[src/rtl/wr_pntrs_full_afull_sync.sv]
// Write-side pointer/flag block of the dual-clock FIFO: binary RAM address, Gray pointer, full,
// almost-full and used-words, with its own read-pointer synchronizer. WR_PNTRS_OVF_EN adds a sticky overflow flag.
module wr_pntrs_full_afull_sync #(
  parameter int AWIDTH      = 4,
  parameter int SYNC_STAGES = 2,
  parameter int AFULL_LVL   = 12
) (
  input  logic              wr_clk_i,
  input  logic              aclr_i,
  input  logic              wr_req_i,
  input  logic [AWIDTH:0]   rd_pntr_gray_i,
  output logic              wr_en_o,
  output logic [AWIDTH-1:0] wr_pntr_o,
  output logic [AWIDTH:0]   wr_pntr_gray_o,
  output logic              wr_full_o,
  output logic              wr_almost_full_o,
  output logic [AWIDTH:0]   wr_usedw_o,
  output logic              wr_ovf_o
);

  localparam logic [AWIDTH:0] AFULL_W = (AWIDTH+1)'(AFULL_LVL);

  logic [AWIDTH:0] wbin;
  logic [AWIDTH:0] wbin_next;
  logic [AWIDTH:0] wgray_next;
  logic [AWIDTH:0] rgray_s;
  logic [AWIDTH:0] rbin_s;
  logic [AWIDTH:0] used_next;
  logic [AWIDTH:0] full_gray;
  logic [AWIDTH:0] sync_q [SYNC_STAGES];

  // Gated by reset so nothing reaches the RAM while the block is being cleared.
  assign wr_en_o    = wr_req_i & ~wr_full_o & aclr_i;
  assign wbin_next  = wbin + {{AWIDTH{1'b0}}, wr_en_o};
  assign wgray_next = wbin_next ^ (wbin_next >> 1);
  assign wr_pntr_o  = wbin[AWIDTH-1:0];

  always_ff @(posedge wr_clk_i or negedge aclr_i) begin
    if (!aclr_i) begin
      for (int i = 0; i < SYNC_STAGES; i++) sync_q[i] <= '0;
    end else begin
      sync_q[0] <= rd_pntr_gray_i;
      for (int i = 1; i < SYNC_STAGES; i++) sync_q[i] <= sync_q[i-1];
    end
  end

  assign rgray_s = sync_q[SYNC_STAGES-1];

  always_comb begin
    rbin_s = '0;
    for (int i = 0; i <= AWIDTH; i++) rbin_s[i] = ^(rgray_s >> i);
  end

  // Full when the write pointer is exactly one lap ahead: top two Gray bits inverted, rest equal.
  assign full_gray = {~rgray_s[AWIDTH:AWIDTH-1], rgray_s[AWIDTH-2:0]};
  assign used_next = wbin_next - rbin_s;

  always_ff @(posedge wr_clk_i or negedge aclr_i) begin
    if (!aclr_i) begin
      wbin             <= '0;
      wr_pntr_gray_o   <= '0;
      wr_full_o        <= 1'b0;
      wr_almost_full_o <= 1'b0;
      wr_usedw_o       <= '0;
    end else begin
      wbin             <= wbin_next;
      wr_pntr_gray_o   <= wgray_next;
      wr_full_o        <= (wgray_next == full_gray);
      wr_almost_full_o <= (used_next >= AFULL_W);
      wr_usedw_o       <= used_next;
    end
  end

`ifdef WR_PNTRS_OVF_EN
  always_ff @(posedge wr_clk_i or negedge aclr_i) begin
    if (!aclr_i) begin
      wr_ovf_o <= 1'b0;
    end else if (wr_req_i & wr_full_o) begin
      wr_ovf_o <= 1'b1;
    end
  end
`else
  assign wr_ovf_o = 1'b0;
`endif

endmodule

[config.mk]
export PLATFORM = sky130hd
export DESIGN_NAME = wr_pntrs_full_afull_sync
export DESIGN_NICKNAME = d
export VERILOG_FILES = /design/src/rtl/wr_pntrs_full_afull_sync.sv
export SDC_FILE = /design/constraint.sdc
export NUM_CORES = 1
export LEC_CHECK = 0
export CAP_MARGIN = 10
export CORE_MARGIN = 10
export CORE_UTILIZATION = 35
export CTS_BUF_LIST = sky130_fd_sc_hd__clkbuf_4
export CTS_CLUSTER_DIAMETER = 40
export DETAILED_ROUTE_END_ITERATION = 7
export GPL_TIMING_DRIVEN = 0
export MAX_ROUTING_LAYER = met4
export SYNTH_ARGS = -nofsm -noshare
export SYNTH_HDL_FRONTEND = slang
export SYNTH_SLANG_ARGS = --single-unit
[constraint.sdc]
create_clock -name wr_clk_i -period 2.5 [get_ports wr_clk_i]
set_input_delay 0.75 -clock wr_clk_i [delete_from_list [all_inputs] [get_ports wr_clk_i]]
set_output_delay 0.75 -clock wr_clk_i [all_outputs]
set_load 0.05 [all_outputs]
==> run summary, run 1 <==
Die X - 76.8 um
PnR worst setup slack - -0.0321 ns
Worst hold margin - 0.321 ns
Worst slew margin relative to its limit - 65.8%
Initial Util - 36.7%
# rows - 20
FF+latch count, synth - 26
Vias - 783
Bufs on Longest Clock Path - 2
Total gr overflow - 0
Die height - 76.8 um
Seq/Total Area, Yosys - 57.5%
Avg Cell Area, Syn - 12.9 sq um
Max Cap Viol - 0
Status - finished, violations left
RSZ-0062 raised after global routing - true
Routed Antenna Nets - 0
CP Capture Type - flop
Clk sink count - 26
R2r setup slk - -0.03 ns
CP Launch Type - flop
Critical Path Source - rgray_s[2]$_DFF_PN0_
Root Buffer - clkbuf_4
First-pass GRT wire length - 4150 um
FF-to-FF Start - rgray_s[2]$_DFF_PN0_
GRT Total Usage - 8.87%
Vias per inst - 4.50
Share of cells above drive strength 1 - 36.2%
Syn nets - 102
Diode count - 0
DRT Wirelength - 2330 um
Initial antenna violation count - 0
Dpl cells - 157
Clock Latency Late Sink - 0.33 ns
Vias in the first global route - 822
Core Region - 3080 sq um
Hold WC Path Type - primary input to asynchronous set/reset pin
Largest net degree at the start of global routing - 16
Pre-CTS setup slack - -1.75 ns
Post-Synthesis Cell Area - 1130 sq um
Worst Path Required - 2.72 ns
Final count of pins violating max slew - 0
Remaining DRCs - 0
I/O Pins - 26
Drt wl/cell - 13.4 um
Distinct cells, synth - 25
Synth Warn # - 0
Post-Syn Instances - 88
Htree depth - 1
CTS tree - built
CP arrival - 2.75 ns
Period utilisation layout - 101%
Drt initial violations - 57
Tmin final - 2.53 ns
Final setup fails - 1
Crit path kind - flop to flop
Final Non-Filler Cells - 174
P&R area growth vs syn - 60.8%
Detailed Place HPWL - 1630 um
Violated checks - negative setup slack
Worst-Margin Slew - 0.511 ns
Fmax - 395 MHz
Crit path max fanout - 3
Final hold vios - 0
GP Congestion - 0.767
Number of port buffers - 24
Clock transition at the registers of the reported paths - 0.15 ns
CTS hold repair buffers - 0
Area of the die - 5910 sq um
Max Clock Skew - 0.0106 ns
Drt pass-1 iters - 4
Layout Nets - 145
CTS Buf Count - 3
layout by cell type, fill, tap and decap left out, types with 2 or more instances in the layout:
master	instances
dfrtp_1	24
clkdlybuf4s50_1	20
buf_4	16
xor2_1	8
xnor2_1	6
ha_4	5
nand3_1	3
inv_1	3
xnor2_2	3
a21oi_1	3
nor3_1	3
clkbuf_4	3
xor2_4	2
inv_2	2
xnor2_4	2
or3_1	2
dlygate4sd2_1	2
dfrtp_2	2
worst max-delay path, stage by stage (launching register included):
cell and delay (ns):
dfrtp_2 0.47, xnor2_2 0.27, xnor2_4 0.18, xnor2_2 0.14, ha_2 0.21, inv_2 0.06
ha_4 0.16, a21o_1 0.20, a221oi_4 0.30, xnor2_2 0.11, or3b_1 0.35
flip-flops by register name, summed over array words and instances, names as in the netlist:
name              flops
wr_almost_full_o      1
wr_full_o             1
rgray_s               5
wbin                  5
wr_pntr_gray_o        4
sync_q                5
wr_usedw_o            5
cells by family after synthesis:
logic type	Yosys count	synth area share (%)
flip-flops	26	57.5
XOR/XNOR	22	18.4
AND/OR/NAND/NOR	16	7.85
buffers and inverters	8	2.99
adder cells (fa/ha/maj)	7	7.52
AO/OA/AOI/OAI	7	4.53
other	1	0.332
multiplexers	1	0.885
layout make-up:
class | count | area (sq um)
Buffer | 2 | 21.3
Inverter | 5 | 18.8
Timing Repair Buffer | 39 | 362
Fill cell | 254 | 1260
Clock inverter | 1 | 30.0
Multi-Input combinational cell | 54 | 657
Clock buffer | 3 | 22.5
Sequential cell | 26 | 653
Tap cell | 44 | 55.1
per-layer routing:
metal	GRT usage [%]	part of all wire, %	up-vias
met4	5.02	2.1	0
met2	13.8	50	22
met5	-	0	-
met1	10.1	42	388
li1	-	-	369
met3	2.33	6.0	4
stage by stage:
step | instance area (sq um) | TNS [ns] | util [%]
5_1_grt | 1820 | -0.150 | 59.1
2_1_floorplan | 1250 | -1.02 | -
6_report | 1820 | -0.0321 | 59.1
3_3_place_gp | 1540 | -16.02 | 50.1
3_5_place_dp | 1570 | -12.08 | 51.0
4_1_cts | 1770 | -0.171 | 57.5
synth_stat cells:
| cell | number | area share (%) |
|---|---|---|
| nor2_1 | 1 | 0.33 |
| nand2_1 | 1 | 0.33 |
| xor2_1 | 11 | 8.5 |
| a21oi_1 | 3 | 1.3 |
| maj3_1 | 1 | 0.88 |
| a21o_1 | 1 | 0.66 |
| dfrtp_1 | 26 | 58 |
| and3_1 | 1 | 0.55 |
| a221oi_1 | 1 | 0.77 |
| nand3_1 | 4 | 1.8 |
| xnor2_2 | 2 | 2.9 |
| inv_1 | 5 | 1.7 |
| clkbuf_1 | 2 | 0.66 |
| mux2i_1 | 1 | 0.88 |
| nor2b_1 | 2 | 1.1 |
| ha_1 | 6 | 6.6 |
| nand4_1 | 1 | 0.55 |
| or3b_1 | 1 | 0.77 |
| nor3_1 | 3 | 1.3 |
| a221oi_2 | 1 | 1.3 |
| or3_1 | 2 | 1.1 |
| buf_4 | 1 | 0.66 |
| xnor2_1 | 9 | 7.0 |
| conb_1 | 1 | 0.33 |
| o21ai_0 | 1 | 0.44 |
final timing paths:
path	endpoint	cells past startpoint
worst min-delay path	sync_q[9]$_DFF_PN0_	2
worst max register to register	wr_almost_full_o$_DFF_PN0_	10
min in group wr_clk_i	rgray_s[1]$_DFF_PN0_	0
worst max-delay path	wr_almost_full_o$_DFF_PN0_	10
max in group asynchronous	wr_usedw_o[3]$_DFF_PN0_	2
worst min register to register	rgray_s[1]$_DFF_PN0_	0
what timing repair did:
item	in CTS	in global routing
endpoints found under the setup margin	14	2
gates resized for setup	24	11
buffers inserted	8	8
pin swaps	7	13
Power of run 1 is left out: the tool's default activity adds up to more than one toggle a clock period on the data nets, which glitch-free logic cannot reach.
==> run 2, diff against run 1 <==
CORE_MARGIN = 4   (was 10)
==> run 2 against run 1 <==
Net effect: fmax down 2.0%; first-iteration DRC count fell by 81%; the flow still finishes with violations (negative setup slack); clock skew shrank 0.010 ns; wire length shrank 9.2%; largest cell class unchanged; final cell count grew 1.7%; count of clock-buffer cells in the layout did not move; core utilization is 1.2 points higher.
==> run summary, run 2 (synthesis results as in run 1) <==
Status - finished, violations left
Violated checks - negative setup slack
Remaining DRCs - 0
Drt initial violations - 11
FF-to-FF Start - rgray_s[1]$_DFF_PN0_
Pre-CTS setup slack - -1.73 ns
Reg2Reg Capture Point - wr_almost_full_o$_DFF_PN0_
Commonest non-fill, non-tap cell in the layout - dfrtp_1
Core Region - 3080 sq um
GP Congestion - 0.775
Crit path kind - flop to flop
Initial Util - 36.7%
Clk sink count - 26
Layout Nets - 149
Drt wl/cell - 11.9 um
Design area - 1860 sq um
Tmin final - 2.58 ns
First-pass GRT wire length - 3540 um
CP bufs+invs - 1
Routed Antenna Nets - 0
Fin Setup TNS - -0.0830 ns
I/O Pins - 26
Area of the die - 4200 sq um
PnR worst setup slack - -0.0830 ns
CTS tree - built
Fmax - 387 MHz
Hold WC Path Type - primary input to asynchronous set/reset pin
Vias per inst - 4.34
# rows - 20
Detailed Place HPWL - 1460 um
Max Clock Skew - 0.000568 ns
Total gr overflow - 0
Bufs on Longest Clock Path - 2
CP arrival - 2.79 ns
Most frequent cells in the layout - 22 x dfrtp_1, 20 x buf_4, 20 x clkdlybuf4s50_1, 7 x xor2_1, 7 x xnor2_1
Clock transition at the registers of the reported paths - 0.12 ns
Final setup fails - 1
Max Cap Viol - 0
Crit path max fanout - 6
Final hold vios - 0
Largest net degree at the start of global routing - 15
Worst slew margin relative to its limit - 66.3%
Worst Path Required - 2.70 ns
Initial antenna violation count - 0
Htree depth - 1
Slowest-stage cell, CP - dfrtp_2
RSZ-0062 raised after global routing - true
Dpl cells - 157
Root Buffer - clkbuf_4
Vias in the first global route - 760
Critical Path Source - rgray_s[1]$_DFF_PN0_
CP top delay family - XOR/XNOR gates
Die X - 64.8 um
CP endpoint - wr_almost_full_o$_DFF_PN0_
Critical path depth in cells - 10
R2r setup slk - -0.08 ns
Reg2Reg Depth - 10
Vias - 768
DRT Wirelength - 2110 um
Number of port buffers - 24
Worst-Margin Slew - 0.504 ns
CP Capture Type - flop
CTS Buf Count - 3
Crit-path max cell delay - 0.46 ns
Period utilisation layout - 103%
Crit path cell chain - xnor2_4, xnor2_4, xnor2_2, ha_2, inv_4, ha_4, a21o_1, a221oi_4, xnor2_1, or3b_1
P&R area growth vs syn - 64.0%
Final count of pins violating max slew - 0
Share of cells above drive strength 1 - 39.8%
Die height - 64.8 um
Final Non-Filler Cells - 177
CP Launch Type - flop
Drt pass-1 iters - 3
GRT Total Usage - 11.4%
CTS hold repair buffers - 0
Diode count - 0
Clock Latency Late Sink - 0.31 ns
Placed cell areas - 1570 sq um
CP most frequent cell - xnor2_4
-- run 2: cell count changes in the layout (fill, tap and decap cells not counted), sizes merged --
cell	change
buf	+4
bufinv	-1
dlymetal6s2s	+1
dlygate4sd2	-1
-- run 2: through the flow --
| step | hold WS (ns) | util [%] |
|---|---|---|
| after global placement | 0.331 | 50.1 |
| final | 0.354 | 60.3 |
| after detailed placement | 0.336 | 51.0 |
| after floorplan | 0.331 | - |
| after CTS | 0.330 | 56.8 |
| after global routing | 0.344 | 60.3 |
-- run 2: final cells by class --
type | instances | area (sq um)
fillers | 252 | 1220
clock buffers | 3 | 22.5
plain buffers | 2 | 21.3
flip-flops and latches | 26 | 656
inverters | 5 | 21.3
repair buffers | 43 | 395
well taps | 44 | 55.1
multi-input cells | 54 | 684
-- run 2: per-layer routing --
layer  part of all wire (%)  wire, um  global-route usage [%]  vias to the layer above
met3                    5.3       112                    1.91                        4
met1                     44       920                    13.8                      362
met2                     49      1030                    18.6                       22
met4                    2.5        52                    5.54                        0
met5                      0         0                       -                        -
li1                       -         -                       -                      380
-- run 2: worst min path at each step --
| stage | start | endpoint | slack, ns | cells past startpoint |
|---|---|---|---|---|
| after global routing | aclr_i | sync_q[9]$_DFF_PN0_ | 0.34 | 2 |
| after floorplan | sync_q[5]$_DFF_PN0_ | rgray_s[0]$_DFF_PN0_ | 0.33 | 0 |
| final | aclr_i | sync_q[9]$_DFF_PN0_ | 0.35 | 2 |
| after CTS | aclr_i | sync_q[9]$_DFF_PN0_ | 0.33 | 2 |
| after global placement | sync_q[6]$_DFF_PN0_ | rgray_s[1]$_DFF_PN0_ | 0.33 | 0 |
| after detailed placement | sync_q[6]$_DFF_PN0_ | rgray_s[1]$_DFF_PN0_ | 0.34 | 0 |
-- run 2: repair_timing --
| item | CTS | global route |
|---|---|---|
| endpoints found under the setup margin | 14 | 4 |
| endpoints found under the hold margin | 0 | 0 |
| pin swaps | 7 | 14 |
| setup buffers | 10 | 9 |
| resized for setup | 22 | 19 |
Power of run 2 is left out for the same reason.
